<file path="src/rtl/spi_packet_rx_if.sv">
`default_nettype none
// ============================================================================
// Module  : spi_packet_rx_if
// Brief   : SPI pins plus committed-packet handshake and status bundle.
// Rev     : 1.0
// ============================================================================
interface spi_packet_rx_if #(
    parameter int PACKET_BYTES = 16
);
    logic                      cs_n;
    logic                      sck;
    logic                      sdi;
    logic [8*PACKET_BYTES-1:0] pkt_data;
    logic                      pkt_valid;
    logic                      pkt_ready;
    logic                      busy;
    logic                      err_header;
    logic                      err_short;
    logic                      err_overrun;
    logic                      err_checksum;
    logic [15:0]               pkt_count;
    logic [7:0]                err_count;

    modport master (
        output cs_n, sck, sdi, pkt_ready,
        input  pkt_data, pkt_valid, busy, err_header, err_short,
               err_overrun, err_checksum, pkt_count, err_count
    );

    modport slave (
        input  cs_n, sck, sdi, pkt_ready,
        output pkt_data, pkt_valid, busy, err_header, err_short,
               err_overrun, err_checksum, pkt_count, err_count
    );
endinterface
`default_nettype wire

</file>
<file path="src/rtl/spi_packet_rx.sv">
`default_nettype none
// ============================================================================
// Module  : spi_packet_rx
// Brief   : SPI slave packet receiver with header check and valid/ready
//           output; `define SPI_RX_CHECKSUM_EN enables the XOR checksum byte.
// Rev     : 1.0
// ============================================================================
module spi_packet_rx #(
    parameter int         PACKET_BYTES = 16,
    parameter logic [7:0] HEADER_BYTE  = 8'hAA,
    parameter int         SPI_MODE     = 0
) (
    input  wire            clk,
    input  wire            rst_n,
    spi_packet_rx_if.slave bus
);

    localparam int                 c_W           = 8 * PACKET_BYTES;
    localparam int                 c_IDX_W       = (PACKET_BYTES > 1) ? $clog2(PACKET_BYTES) : 1;
    localparam logic [c_IDX_W-1:0] c_LAST_IDX    = c_IDX_W'(PACKET_BYTES - 1);
    localparam bit                 c_SAMPLE_RISE = (SPI_MODE == 0) || (SPI_MODE == 3);

    typedef enum logic [2:0] {
        S_IDLE    = 3'd0,
        S_HDR     = 3'd1,
        S_BODY    = 3'd2,
        S_WAIT_CS = 3'd3,
        S_DISCARD = 3'd4
    } state_t;

    state_t r_state;
    state_t w_state_nxt;

    logic [1:0]         r_cs_sync;
    logic [1:0]         r_sck_sync;
    logic [1:0]         r_sdi_sync;
    logic               r_cs_d;
    logic               r_sck_d;
    logic [1:0]         r_init;
    logic               r_armed;

    logic [6:0]         r_shift;
    logic [2:0]         r_bit_cnt;
    logic [c_IDX_W-1:0] r_byte_idx;
    logic               r_got_bit;
    logic [c_W-1:0]     r_stage;

    logic [c_W-1:0]     r_pkt_data;
    logic               r_pkt_valid;
    logic [15:0]        r_pkt_count;
    logic [7:0]         r_err_count;
    logic               r_err_header;
    logic               r_err_short;
    logic               r_err_overrun;

    logic               w_cs;
    logic               w_sck;
    logic               w_sdi;
    logic               w_cs_fall;
    logic               w_cs_rise;
    logic               w_sample;
    logic               w_rx_state;
    logic               w_shift_en;
    logic [7:0]         w_byte;
    logic               w_byte_done;
    logic               w_commit;
    logic               w_err_header;
    logic               w_err_short;
    logic               w_err_overrun;
    logic [2:0]         w_err_num;
    logic [8:0]         w_err_sum;

`ifdef SPI_RX_CHECKSUM_EN
    logic [7:0]         r_csum;
    logic               r_csum_ok;
    logic               r_err_checksum;
    logic               w_err_checksum;
`endif

    always_ff @(posedge clk or negedge rst_n) begin
        if (!rst_n) begin
            r_cs_sync  <= 2'b11;
            r_sck_sync <= 2'b00;
            r_sdi_sync <= 2'b00;
            r_cs_d     <= 1'b1;
            r_sck_d    <= 1'b0;
            r_init     <= 2'b00;
            r_armed    <= 1'b0;
        end else begin
            r_cs_sync  <= {r_cs_sync[0], bus.cs_n};
            r_sck_sync <= {r_sck_sync[0], bus.sck};
            r_sdi_sync <= {r_sdi_sync[0], bus.sdi};
            r_cs_d     <= w_cs;
            r_sck_d    <= w_sck;
            r_init     <= {r_init[0], 1'b1};
            // Arm only once cs_n has been seen high on real (post-reset) samples,
            // so a select already active at reset release is ignored.
            if (r_init[1] && w_cs) begin
                r_armed <= 1'b1;
            end
        end
    end

    assign w_cs        = r_cs_sync[1];
    assign w_sck       = r_sck_sync[1];
    assign w_sdi       = r_sdi_sync[1];
    assign w_cs_fall   = r_armed & r_cs_d & ~w_cs;
    assign w_cs_rise   = ~r_cs_d & w_cs;
    assign w_sample    = c_SAMPLE_RISE ? (w_sck & ~r_sck_d) : (~w_sck & r_sck_d);
    assign w_rx_state  = (r_state == S_HDR) || (r_state == S_BODY);
    assign w_shift_en  = w_sample && w_rx_state && !w_cs_rise;
    assign w_byte      = {r_shift, w_sdi};
    assign w_byte_done = w_shift_en && (r_bit_cnt == 3'd7);

    always_ff @(posedge clk or negedge rst_n) begin
        if (!rst_n) begin
            r_state <= S_IDLE;
        end else begin
            r_state <= w_state_nxt;
        end
    end

    always_comb begin
        w_state_nxt   = r_state;
        w_commit      = 1'b0;
        w_err_header  = 1'b0;
        w_err_short   = 1'b0;
        w_err_overrun = 1'b0;
`ifdef SPI_RX_CHECKSUM_EN
        w_err_checksum = 1'b0;
`endif
        case (r_state)
            S_IDLE: begin
                if (w_cs_fall) begin
                    w_state_nxt = S_HDR;
                end
            end
            S_HDR: begin
                if (w_cs_rise) begin
                    w_state_nxt = S_IDLE;
                    w_err_short = r_got_bit;
                end else if (w_byte_done) begin
                    if (w_byte == HEADER_BYTE) begin
                        w_state_nxt = S_BODY;
                    end else begin
                        w_state_nxt  = S_DISCARD;
                        w_err_header = 1'b1;
                    end
                end
            end
            S_BODY: begin
                if (w_cs_rise) begin
                    w_state_nxt = S_IDLE;
                    w_err_short = r_got_bit;
                end else if (w_byte_done && (r_byte_idx == c_LAST_IDX)) begin
                    w_state_nxt = S_WAIT_CS;
                end
            end
            S_WAIT_CS: begin
                if (w_cs_rise) begin
                    w_state_nxt = S_IDLE;
`ifdef SPI_RX_CHECKSUM_EN
                    if (!r_csum_ok) begin
                        w_err_checksum = 1'b1;
                    end else
`endif
                    if (!r_pkt_valid || bus.pkt_ready) begin
                        w_commit = 1'b1;
                    end else begin
                        w_err_overrun = 1'b1;
                    end
                end
            end
            S_DISCARD: begin
                if (w_cs_rise) begin
                    w_state_nxt = S_IDLE;
                end
            end
            default: begin
                w_state_nxt = S_IDLE;
            end
        endcase
    end

    always_ff @(posedge clk or negedge rst_n) begin
        if (!rst_n) begin
            r_shift    <= '0;
            r_bit_cnt  <= '0;
            r_byte_idx <= '0;
            r_got_bit  <= 1'b0;
            r_stage    <= '0;
        end else if (w_cs_fall) begin
            r_bit_cnt  <= '0;
            r_byte_idx <= '0;
            r_got_bit  <= 1'b0;
        end else if (w_shift_en) begin
            r_shift   <= w_byte[6:0];
            r_bit_cnt <= r_bit_cnt + 3'd1;
            r_got_bit <= 1'b1;
            if (r_bit_cnt == 3'd7) begin
                for (int b = 0; b < PACKET_BYTES; b++) begin
                    if (r_byte_idx == c_IDX_W'(b)) begin
                        r_stage[c_W-8-8*b +: 8] <= w_byte;
                    end
                end
                r_byte_idx <= r_byte_idx + c_IDX_W'(1);
            end
        end
    end

`ifdef SPI_RX_CHECKSUM_EN
    // Running XOR of bytes 0..N-2; the verdict is latched when the last byte lands.
    always_ff @(posedge clk or negedge rst_n) begin
        if (!rst_n) begin
            r_csum    <= '0;
            r_csum_ok <= 1'b0;
        end else if (w_cs_fall) begin
            r_csum    <= '0;
            r_csum_ok <= 1'b0;
        end else if (w_byte_done) begin
            if (r_byte_idx == c_LAST_IDX) begin
                r_csum_ok <= (w_byte == r_csum);
            end else begin
                r_csum <= r_csum ^ w_byte;
            end
        end
    end

    always_ff @(posedge clk or negedge rst_n) begin
        if (!rst_n) begin
            r_err_checksum <= 1'b0;
        end else begin
            r_err_checksum <= w_err_checksum;
        end
    end

    assign bus.err_checksum = r_err_checksum;
    assign w_err_num = {2'b00, w_err_header} + {2'b00, w_err_short}
                     + {2'b00, w_err_overrun} + {2'b00, w_err_checksum};
`else
    assign bus.err_checksum = 1'b0;
    assign w_err_num = {2'b00, w_err_header} + {2'b00, w_err_short}
                     + {2'b00, w_err_overrun};
`endif

    assign w_err_sum = {1'b0, r_err_count} + {6'b000000, w_err_num};

    always_ff @(posedge clk or negedge rst_n) begin
        if (!rst_n) begin
            r_pkt_data    <= '0;
            r_pkt_valid   <= 1'b0;
            r_pkt_count   <= '0;
            r_err_count   <= '0;
            r_err_header  <= 1'b0;
            r_err_short   <= 1'b0;
            r_err_overrun <= 1'b0;
        end else begin
            r_err_header  <= w_err_header;
            r_err_short   <= w_err_short;
            r_err_overrun <= w_err_overrun;
            r_err_count   <= w_err_sum[8] ? 8'hFF : w_err_sum[7:0];
            // A commit in the handshake cycle keeps valid high with the new data.
            r_pkt_valid   <= w_commit | (r_pkt_valid & ~bus.pkt_ready);
            if (w_commit) begin
                r_pkt_data  <= r_stage;
                r_pkt_count <= r_pkt_count + 16'd1;
            end
        end
    end

    assign bus.pkt_data    = r_pkt_data;
    assign bus.pkt_valid   = r_pkt_valid;
    assign bus.pkt_count   = r_pkt_count;
    assign bus.err_count   = r_err_count;
    assign bus.err_header  = r_err_header;
    assign bus.err_short   = r_err_short;
    assign bus.err_overrun = r_err_overrun;
    assign bus.busy        = (r_state != S_IDLE);

endmodule
`default_nettype wire
</file>
<file path="src/flat_wrapper.sv">
// flat-port wrapper written by rule: the top's interface ports become plain ports
module spi_packet_rx_flat 
#(
    parameter int         PACKET_BYTES = 16,
    parameter logic [7:0] HEADER_BYTE  = 8'hAA,
    parameter int         SPI_MODE     = 0
)
  (clk, rst_n, bus_cs_n, bus_sck, bus_sdi, bus_pkt_ready, bus_pkt_data, bus_pkt_valid, bus_busy, bus_err_header, bus_err_short, bus_err_overrun, bus_err_checksum, bus_pkt_count, bus_err_count);
  spi_packet_rx_if #(.PACKET_BYTES(PACKET_BYTES)) bus_i ();
  input  wire clk;
  input  wire rst_n;
  input wire logic [$bits(bus_i.cs_n)-1:0] bus_cs_n;
  input wire logic [$bits(bus_i.sck)-1:0] bus_sck;
  input wire logic [$bits(bus_i.sdi)-1:0] bus_sdi;
  input wire logic [$bits(bus_i.pkt_ready)-1:0] bus_pkt_ready;
  output wire logic [$bits(bus_i.pkt_data)-1:0] bus_pkt_data;
  output wire logic [$bits(bus_i.pkt_valid)-1:0] bus_pkt_valid;
  output wire logic [$bits(bus_i.busy)-1:0] bus_busy;
  output wire logic [$bits(bus_i.err_header)-1:0] bus_err_header;
  output wire logic [$bits(bus_i.err_short)-1:0] bus_err_short;
  output wire logic [$bits(bus_i.err_overrun)-1:0] bus_err_overrun;
  output wire logic [$bits(bus_i.err_checksum)-1:0] bus_err_checksum;
  output wire logic [$bits(bus_i.pkt_count)-1:0] bus_pkt_count;
  output wire logic [$bits(bus_i.err_count)-1:0] bus_err_count;
  assign bus_i.cs_n = bus_cs_n;
  assign bus_i.sck = bus_sck;
  assign bus_i.sdi = bus_sdi;
  assign bus_i.pkt_ready = bus_pkt_ready;
  assign bus_pkt_data = bus_i.pkt_data;
  assign bus_pkt_valid = bus_i.pkt_valid;
  assign bus_busy = bus_i.busy;
  assign bus_err_header = bus_i.err_header;
  assign bus_err_short = bus_i.err_short;
  assign bus_err_overrun = bus_i.err_overrun;
  assign bus_err_checksum = bus_i.err_checksum;
  assign bus_pkt_count = bus_i.pkt_count;
  assign bus_err_count = bus_i.err_count;
  spi_packet_rx #(.PACKET_BYTES(PACKET_BYTES), .HEADER_BYTE(HEADER_BYTE), .SPI_MODE(SPI_MODE)) u_core (.clk(clk), .rst_n(rst_n), .bus(bus_i));
endmodule
</file>
<file path="config.mk">
export PLATFORM = sky130hd
export DESIGN_NAME = spi_packet_rx_flat
export DESIGN_NICKNAME = d
export VERILOG_FILES = /design/src/rtl/spi_packet_rx_if.sv /design/src/rtl/spi_packet_rx.sv /design/src/flat_wrapper.sv
export SDC_FILE = /design/constraint.sdc
export NUM_CORES = 1
export LEC_CHECK = 0
export ABC_AREA = 1
export BUFFER_PORTS_ARGS = -buffer_cell sky130_fd_sc_hd__buf_2
export CELL_PAD_IN_SITES_DETAIL_PLACEMENT = 1
export CELL_PAD_IN_SITES_GLOBAL_PLACEMENT = 2
export CORE_ASPECT_RATIO = 0.7
export CORE_MARGIN = 1.5
export CORE_UTILIZATION = 38
export DETAILED_ROUTE_END_ITERATION = 8
export PLACE_DENSITY_LB_ADDON = 0.1
export SYNTH_ARGS = -nofsm -noshare
export SYNTH_HDL_FRONTEND = slang
export SYNTH_SLANG_ARGS = --single-unit
</file>
<file path="constraint.sdc">
create_clock -name clk -period 8.9 [get_ports clk]
set_input_delay 1.78 -clock clk [delete_from_list [all_inputs] [get_ports clk]]
set_output_delay 1.78 -clock clk [all_outputs]
set_load 0.1 [all_outputs]
</file>
==> flow_summary.yaml, run 1 <==
run_status:
  status: "finished, final reports clean"
detailed_routing:
  wl_per_cell_um: 17.5
  post-route-drc-count: 0
  avgViaCountPerCell: 4.83
  vias: 9117
  drt-initial-drc-count: 532
  dr.pass1.iters: 4
  wirelength_um: 33000
  ant_nets: 0
critical_path:
  cp-end-kind: "flop"
  arrival_ps: 4400
  start_kind: "input pin"
  cpLargestDelayFamily: "buffers and inverters"
  critPathMaxFanout: 76
  required_ps: 9350
  path_class: "in2reg"
  ff2ff_setup_slack_ps: 5080
  critPathBufInv: 3
  slowest_stage: "buf_4"
  cp_slowest_stage_delay_ps: 790
  path_cells: "buf_2 -> nor2_1 -> nor2_1 -> nand2_4 -> inv_4 -> buf_4 -> nand2_1 -> nand2_1"
die:
  core.rowCount: 54
  initial_core_util_pct: 39.0
  num_io_pins: 164
  dieArea_sq_um: 33400
  die_w_um: 218
  die_y_um: 153
  core_area_sq_um: 31500
synthesis:
  syn_nets: 1322
  yosys.area.top_type_share_pct: 63.2
  synth_area_leaders: "dfrtp_1 (63%), nand2_1 (18%), o21ai_0 (5.6%)"
  synth_seq_cells: 313
  yosys_warnings: 0
  synth_cells: 1301
  synth_cell_type_count: 34
  ys_seq_area_share_pct: 63.8
  synth_area_sq_um: 12300
  synth_top_area_cell: "dfrtp_1"
  avgSynthCellArea_sq_um: 9.44
clock_tree:
  cts_repair_resize_count: 0
  cts_hold_buf: 0
  cts.sinks: 313
  postCtsSetupBuffers: 0
  clkLatencyLatePin_ps: 510
  clk_pin_slew_worst_paths_ps: 60
  cts_buffer_depth: 3
  h-tree-depth: 2
  cts_buffers: 34
  cts_tree: "yes"
  cts-root-buf: "clkbuf_16"
place:
  post-dp-hpwl_um: 20300
  dp.cells: 1831
  port_buffers: 162
  post-place-ws_ps: 4380
  gp_congestion: 0.761
global_route:
  grt_pass1_vias: 9446
  antenna_found_initial: 0
  grtUsageTotal_pct: 20.4
  grt_pass1_wl_um: 53600
  grt_max_degree: 173
  grt_remaining_overflow: 0
sta:
  fin_crit_ps: 3960
  fin_crit_sh_pct: 44.5
  tightestPinTransition_ps: 1070
  grt_setup_unrepaired: "false"
  fin_skew_ps: 9.29
  setup_viol: 0
  hold_violations: 0
  whs_ps: 349
  tns_ps: 0
  setup_slack_ps: 4940
  clock.fmax_ghz: 0.253
  relSlewSlack_pct: 28.3
  final-max-slew-violation-count: 0
cells_and_area:
  fillers: 3713
  final_common_cell: "nand2_1"
  register_area_sq_um: 7840
  area_delta_synth_final_pct: 17.5
  diodes: 0
  drive_above_1_share_pct: 16.4
  multi_input_area_sq_um: 3880
  layout_common_cells: "nand2_1 (591), dfrtp_1 (310), buf_2 (161), o21ai_0 (138), inv_1 (59)"
  final_cells: 1887
  fin_nets: 1468
power_and_ir_drop:
  power_frac_seq_pct: 46.4
  p_switching_mw: 0.867
  p_total_mw: 3.21
  powerDensity_nw_per_um2: 222
  pwr-share-comb_pct: 9.9
  switching_share_pct: 27.0
  p_leak_nw: 7.79
  clkPwrFrac_pct: 43.8
  p_int_mw: 2.34
  vdd_drop_max_mv: 0.136
flow_run:
  max_cap_viol_count: 0
worst_hold_path:
  hp-class: "reg2reg"
==> worst register-to-register path, delay by kind of cell (launching register included) <==
kind	cells	cell delay (ps)
adder cells (fa/ha/maj)	3	1120
AND/OR/NAND/NOR	7	1020
buffers and inverters	1	780
flip-flops	1	390
AO/OA/AOI/OAI	2	370
==> final cells by class <==
type                       count  area share (%)
timing repair buffer         166            5.98
inverter                      60            1.58
clock buffer                  51            7.06
clock inverter                 5           0.520
tap                          420            3.64
sequential                   313            54.3
multi-input combinational    872            26.9
==> final timing paths <==
path | depth (start not counted) | endpoint | start
max | 8 | u_core.bus.pkt_data[26] | bus_pkt_ready
min | 0 | u_core.r_sck_sync[1] | u_core.r_sck_sync[0]
max reg2reg | 13 | u_core.bus.err_count[6] | u_core.r_shift[5]
min reg2reg | 0 | u_core.r_sck_sync[1] | u_core.r_sck_sync[0]
max in group asynchronous | 2 | u_core.r_stage[117] | rst_n
min in group asynchronous | 1 | u_core.bus.pkt_count[15] | rst_n
==> cell usage after synthesis, drive strengths merged <==
library cell and instances:
a21o 1, a21oi 3, a31oi 1, buf 29, clkbuf 27, conb 2, dfrtp 310, dfstp 3
fa 2, ha 13, inv 60, nand2 596, nand3 32, nand3b 1, nand4 8, nor2 30
nor3 12, o21ai 159, or2 2, xnor2 5, xor2 5
==> metal layers <==
| layer | track usage [%] | up-vias | wire (um) |
|---|---|---|---|
| met3 | 3.26 | 31 | 1210 |
| met1 | 30.6 | 4563 | 16900 |
| met2 | 31.1 | 148 | 14500 |
| met5 | 0 | - | 0 |
| li1 | - | 4375 | - |
| met4 | 4.24 | 0 | 395 |
==> state kept, by name, summed over array words and instances (netlist names), 2 cells and up <==
name	cells
u_core.r_init	2
u_core.r_bit_cnt	3
u_core.r_cs_sync	2
u_core.r_byte_idx	4
u_core.bus.pkt_count	16
u_core.r_sck_sync	2
u_core.r_state	3
u_core.bus.pkt_data	128
u_core.r_stage	128
u_core.r_sdi_sync	2
u_core.bus.err_count	8
u_core.r_shift	7
==> power groups by stage <==
stage	combinational, mW	sequential [mW]	clock (mW)
floorplan	0.129	1.56	0
global placement	0.321	1.51	0
detailed placement	0.326	1.51	0
CTS	0.328	1.49	1.44
global route	0.345	1.49	1.50
finish	0.316	1.49	1.40
==> kinds of logic (layout without fill, tap and decap cells) <==
kind of cell    count (synthesis)  in the layout  synth area share [%]
flops                         313            313                  63.8
simple gates                  681            681                  22.2
buf+inv                       116            282                  4.62
xor+xnor                       10             10                 0.713
fa+ha+maj                      15             15                  1.65
compound gates                164            164                  6.96
other cells                     2              2                0.0612
==> through the flow <==
step,instance area [sq um],utilization (%)
floorplan,12300,-
global placement,13300,42.4
detailed placement,13300,42.4
CTS,14400,45.8
global route,14400,45.8
finish,14400,45.8
(Power assumes the default switching activity.)
==> run 2, diff against run 1 <==
--- a/config.mk
+++ b/config.mk
@@ -11,7 +11,7 @@
 export CELL_PAD_IN_SITES_GLOBAL_PLACEMENT = 2
 export CORE_ASPECT_RATIO = 0.7
 export CORE_MARGIN = 1.5
-export CORE_UTILIZATION = 38
+export CORE_UTILIZATION = 36
 export DETAILED_ROUTE_END_ITERATION = 8
 export PLACE_DENSITY_LB_ADDON = 0.1
 export SYNTH_ARGS = -nofsm -noshare
==> constraint.sdc (replaced) <==
create_clock -name clk -period 3.7 [get_ports clk]
set_input_delay 0.74 -clock clk [delete_from_list [all_inputs] [get_ports clk]]
set_output_delay 0.74 -clock clk [all_outputs]
set_load 0.1 [all_outputs]
==> run 2 against run 1 <==
Compared with the run above:
- global-route usage is 0.84 points lower
- clock skew up 13 ps
- cell count is 1.4% higher
- largest power group unchanged
- largest cell class unchanged
- sequential power up 140%
==> flow_summary.yaml, run 2 (same netlist as run 1, synthesis figures left out) <==
die:
  core.rowCount: 56
  die_w_um: 224
  num_io_pins: 164
  die_y_um: 158
  dieArea_sq_um: 35200
  core_area_sq_um: 33600
  initial_core_util_pct: 36.6
clock_tree:
  cts-root-buf: "clkbuf_16"
  h-tree-depth: 2
  cts_buffer_depth: 3
  cts.sinks: 313
  clkLatencyLatePin_ps: 520
  cts_repair_resize_count: 0
  cts_buffers: 34
  postCtsSetupBuffers: 0
  cts_hold_buf: 0
  clk_pin_slew_worst_paths_ps: 60
  cts_tree: "yes"
power_and_ir_drop:
  powerDensity_nw_per_um2: 535
  p_total_mw: 7.81
  vdd_drop_max_mv: 0.286
  p_leak_nw: 7.86
sta:
  fin_crit_ps: 3330
  relSlewSlack_pct: 34.5
  tightestPinTransition_ps: 982
  fin_skew_ps: 22.0
  setup_slack_ps: 372
  grt_setup_unrepaired: "false"
  fin_crit_sh_pct: 89.9
  whs_ps: 222
  setup_viol: 0
  final-max-slew-violation-count: 0
  clock.fmax_ghz: 0.301
  tns_ps: 0
  hold_violations: 0
cells_and_area:
  finish.utilization_pct: 43.5
  area_delta_synth_final_pct: 18.9
  fin_nets: 1477
  final_common_cell: "nand2_1"
  drive_above_1_share_pct: 17.3
  layout_common_cells: "nand2_1 (591), dfrtp_1 (310), buf_2 (161), o21ai_0 (138), inv_1 (59)"
place:
  gp_congestion: 0.749
  post-dp-hpwl_um: 20700
  port_buffers: 162
  post-place-ws_ps: 305
critical_path:
  ff2ff_setup_slack_ps: 370
  arrival_ps: 3700
  path_class: "reg2reg"
  r2r_cells: 14
  cp-startpoint: "u_core.r_cs_sync[1]"
  critPathMaxFanout: 9
  start_kind: "flop"
  required_ps: 4070
  r2r_end: "u_core.bus.err_count[6]"
  r2r-start: "u_core.r_cs_sync[1]"
  endpoint: "u_core.bus.err_count[6]"
  cp-end-kind: "flop"
global_route:
  antenna_found_initial: 0
  grt_max_degree: 87
  grt_pass1_vias: 9525
  grtUsageTotal_pct: 19.5
  grt_remaining_overflow: 0
  grt_pass1_wl_um: 53800
detailed_routing:
  wirelength_um: 32900
  post-route-drc-count: 0
  drt-initial-drc-count: 537
  wl_per_cell_um: 17.2
  avgViaCountPerCell: 4.73
  ant_nets: 0
  dr.pass1.iters: 4
  vias: 9058
run_status:
  status: "finished, final reports clean"
worst_hold_path:
  hp-class: "in2async"
flow_run:
  max_cap_viol_count: 0
run 2: power by group:
part           internal [mW]  leakage [nW]  switching, mW
logic                  0.120          3.02          0.667
registers               3.51          4.29         0.0708
clock network           2.07         0.556           1.37
run 2: how the worst min path moves through the flow:
stage / cells past startpoint / end / startpoint
after global routing: 1 / u_core.bus.pkt_count[11] / rst_n
after detailed placement: 0 / u_core.r_sck_sync[1] / u_core.r_sck_sync[0]
final: 1 / u_core.bus.pkt_count[15] / rst_n
after global placement: 0 / u_core.r_sck_sync[1] / u_core.r_sck_sync[0]
after floorplan: 0 / u_core.r_init[1] / u_core.r_init[0]
after CTS: 1 / u_core.bus.pkt_count[15] / rst_n
run 2: critical path, cell delays in order (launching register included):
cell and delay (ps):
dfstp_2 550, inv_1 60, nor2_1 360, nor2_2 120, nand3_4 210, nor2_1 140
fa_1 470, ha_1 230, fa_1 410, nand2_1 110, nand2_1 90, nand3_1 80
nor2_1 50, nand2_1 190, o21ai_0 130
run 2: cell type report:
class                   instances  area [sq um]
well taps                     435           544
inverters                      60           228
clock buffers                  52          1040
flip-flops and latches        313          7840
repair buffers                175           981
clock inverters                 6          83.8
fillers                      3906         19000
multi-input cells             872          3880
diodes                          1          2.50
run 2: through the flow:
stage | area [sq um] | instances
4_1_cts | 14600 | 1913
6_report | 14600 | 1914
3_5_place_dp | 13500 | 1855
5_1_grt | 14600 | 1913
3_3_place_gp | 13500 | 1855
2_1_floorplan | 12300 | 1301
run 2: layer usage:
metal | up-vias | track usage (%) | share of wire (%)
met4 | 0 | 4.34 | 1.5
met1 | 4494 | 28.4 | 50
met2 | 131 | 30.9 | 45
met5 | - | 0 | 0
met3 | 39 | 2.93 | 3.4
li1 | 4394 | - | -
==> run 3, diff against run 2 <==
--- a/config.mk
+++ b/config.mk
@@ -10,7 +10,7 @@
 export CELL_PAD_IN_SITES_DETAIL_PLACEMENT = 1
 export CELL_PAD_IN_SITES_GLOBAL_PLACEMENT = 2
 export CORE_ASPECT_RATIO = 0.7
-export CORE_MARGIN = 1.5
+export CORE_MARGIN = 8
 export CORE_UTILIZATION = 36
 export DETAILED_ROUTE_END_ITERATION = 8
 export PLACE_DENSITY_LB_ADDON = 0.1
==> run 3 against run 2 <==
Compared with the run above:
- sequential cell count unchanged
- critical path depth down 1
- first-iteration DRC count up 6.0%
- highest routed layer unchanged
- global-route usage is 2.3 points lower
- clock power fell by 3%
- sequential power is essentially flat
- core utilization decreased by 0.097 points
- via count rose by 0.46%
- clock skew is 7.2 ps lower
- worst setup slack lost 42 ps
- non-clock buffer count up 3
==> flow_summary.yaml, run 3 (same netlist as run 1, synthesis figures left out) <==
power_and_ir_drop:
  p_leak_nw: 7.85
  vdd_drop_max_mv: 0.350
  clkPwrFrac_pct: 43.2
  power_frac_seq_pct: 46.5
  powerDensity_nw_per_um2: 528
  pwr-share-comb_pct: 10.3
  p_int_mw: 5.61
  p_switching_mw: 2.09
  switching_share_pct: 27.1
  p_total_mw: 7.70
global_route:
  antenna_found_initial: 0
  grt_max_degree: 142
  grt_pass1_wl_um: 56100
  grt_remaining_overflow: 0
  grtUsageTotal_pct: 17.3
  grt_pass1_vias: 9730
clock_tree:
  clk_pin_slew_worst_paths_ps: 60
  postCtsSetupBuffers: 0
  cts_buffers: 34
  cts_hold_buf: 0
  cts_tree: "yes"
  clkLatencyLatePin_ps: 520
  cts-root-buf: "clkbuf_16"
  h-tree-depth: 2
  cts.sinks: 313
  cts_buffer_depth: 3
  cts_repair_resize_count: 0
cells_and_area:
  diodes: 0
  design_area_sq_um: 14600
  layout_common_cells: "nand2_1 (591), dfrtp_1 (310), buf_2 (161), o21ai_0 (138), inv_1 (59)"
  fin_nets: 1480
  area_delta_synth_final_pct: 18.6
  finish.utilization_pct: 43.4
  final_cells: 1918
  final_common_cell: "nand2_1"
  fillers: 3857
  drive_above_1_share_pct: 17.1
detailed_routing:
  post-route-drc-count: 0
  highest_layer: "met4"
  avgViaCountPerCell: 4.74
  wl_met1_um: 16600
  drt-initial-drc-count: 569
  vias: 9100
  ant_nets: 0
  wl_per_cell_um: 17.8
  wl_met3_um: 1400
  dr.pass1.iters: 4
  wl_met2_um: 15600
  wirelength_um: 34100
sta:
  final-max-slew-violation-count: 0
  fin_skew_ps: 14.8
  tns_ps: 0
  tightestPinTransition_ps: 989
  relSlewSlack_pct: 33.9
  whs_ps: 271
  fin_crit_sh_pct: 91.1
  grt_setup_unrepaired: "false"
  hold_violations: 0
  setup_slack_ps: 330
  fin_crit_ps: 3370
  setup_viol: 0
  clock.fmax_ghz: 0.297
critical_path:
  cp-startpoint: "u_core.r_cs_d"
  cp_slowest_stage_delay_ps: 540
  cp_num_cells: 13
  r2r_cells: 13
  critPathBufInv: 0
  ff2ff_setup_slack_ps: 330
  r2r-start: "u_core.r_cs_d"
  r2r_end: "u_core.bus.err_count[6]"
  cpLargestDelayFamily: "simple AND/OR/NAND/NOR gates"
  slowest_stage: "dfstp_2"
  cp-end-kind: "flop"
  start_kind: "flop"
  endpoint: "u_core.bus.err_count[6]"
  path_cells: "nor2_1 -> nor2_2 -> nand3_4 -> nor2_1 -> fa_1 -> ha_1 -> fa_1 -> nand2_1 -> nand2_1 -> nand3_1 -> nor2_1 -> nand2_1 -> o21ai_0"
  arrival_ps: 3740
  path_class: "reg2reg"
  required_ps: 4070
  critPathMaxFanout: 9
run_status:
  status: "finished, final reports clean"
place:
  post-dp-hpwl_um: 21700
  gp_congestion: 0.783
  dp.cells: 1858
  dpl_cell_area_sq_um: 13500
  post-place-ws_ps: 342
  port_buffers: 162
worst_hold_path:
  hp-class: "in2async"
die:
  core_area_sq_um: 33600
  die_y_um: 171
  dieArea_sq_um: 40400
  initial_core_util_pct: 36.6
  core.rowCount: 56
  num_io_pins: 164
  die_w_um: 237
flow_run:
  max_cap_viol_count: 0
-- run 3: changes by cell type in the layout (fill, tap and decap cells not counted), moves of 2 or more --
cell | before | now
clkbuf_8 | 10 | 4
clkbuf_16 | 35 | 37
buf_4 | 8 | 12
clkbuf_1 | 7 | 14
-- run 3: routing by layer --
layer	up-vias	global-route usage, %
met3	40	3.42
met5	-	0
li1	4401	-
met4	0	3.70
met2	129	28.0
met1	4530	23.9
-- run 3: power by group through the flow --
stage | sequential, mW | combinational, mW | clock, mW
floorplan | 3.74 | 0.311 | 0
global placement | 3.64 | 0.813 | 0
detailed placement | 3.64 | 0.816 | 0
CTS | 3.58 | 0.817 | 3.45
global route | 3.59 | 0.869 | 3.60
finish | 3.58 | 0.790 | 3.33
-- run 3: worst min-delay path by stage --
stage                startpoint  slack [ps]                 endpoint  cells past startpoint
2_1_floorplan  u_core.r_init[0]         330         u_core.r_init[1]                      0
3_3_place_gp   u_core.r_init[0]         330         u_core.r_init[1]                      0
3_5_place_dp   u_core.r_init[0]         340         u_core.r_init[1]                      0
4_1_cts                   rst_n         280  u_core.bus.err_count[7]                      1
5_1_grt                bus_cs_n         290      u_core.r_cs_sync[0]                      1
6_report                  rst_n         270  u_core.bus.err_count[7]                      1
-- run 3: layout make-up --
cell class	count	area (sq um)	area share, %
Clock buffer	55	1030	7.09
Clock inverter	5	50.0	0.344
Inverter	60	228	1.56
Multi-Input combinational cell	872	3880	26.7
Sequential cell	313	7840	53.8
Tap cell	435	544	3.74
Timing Repair Buffer	178	991	6.80
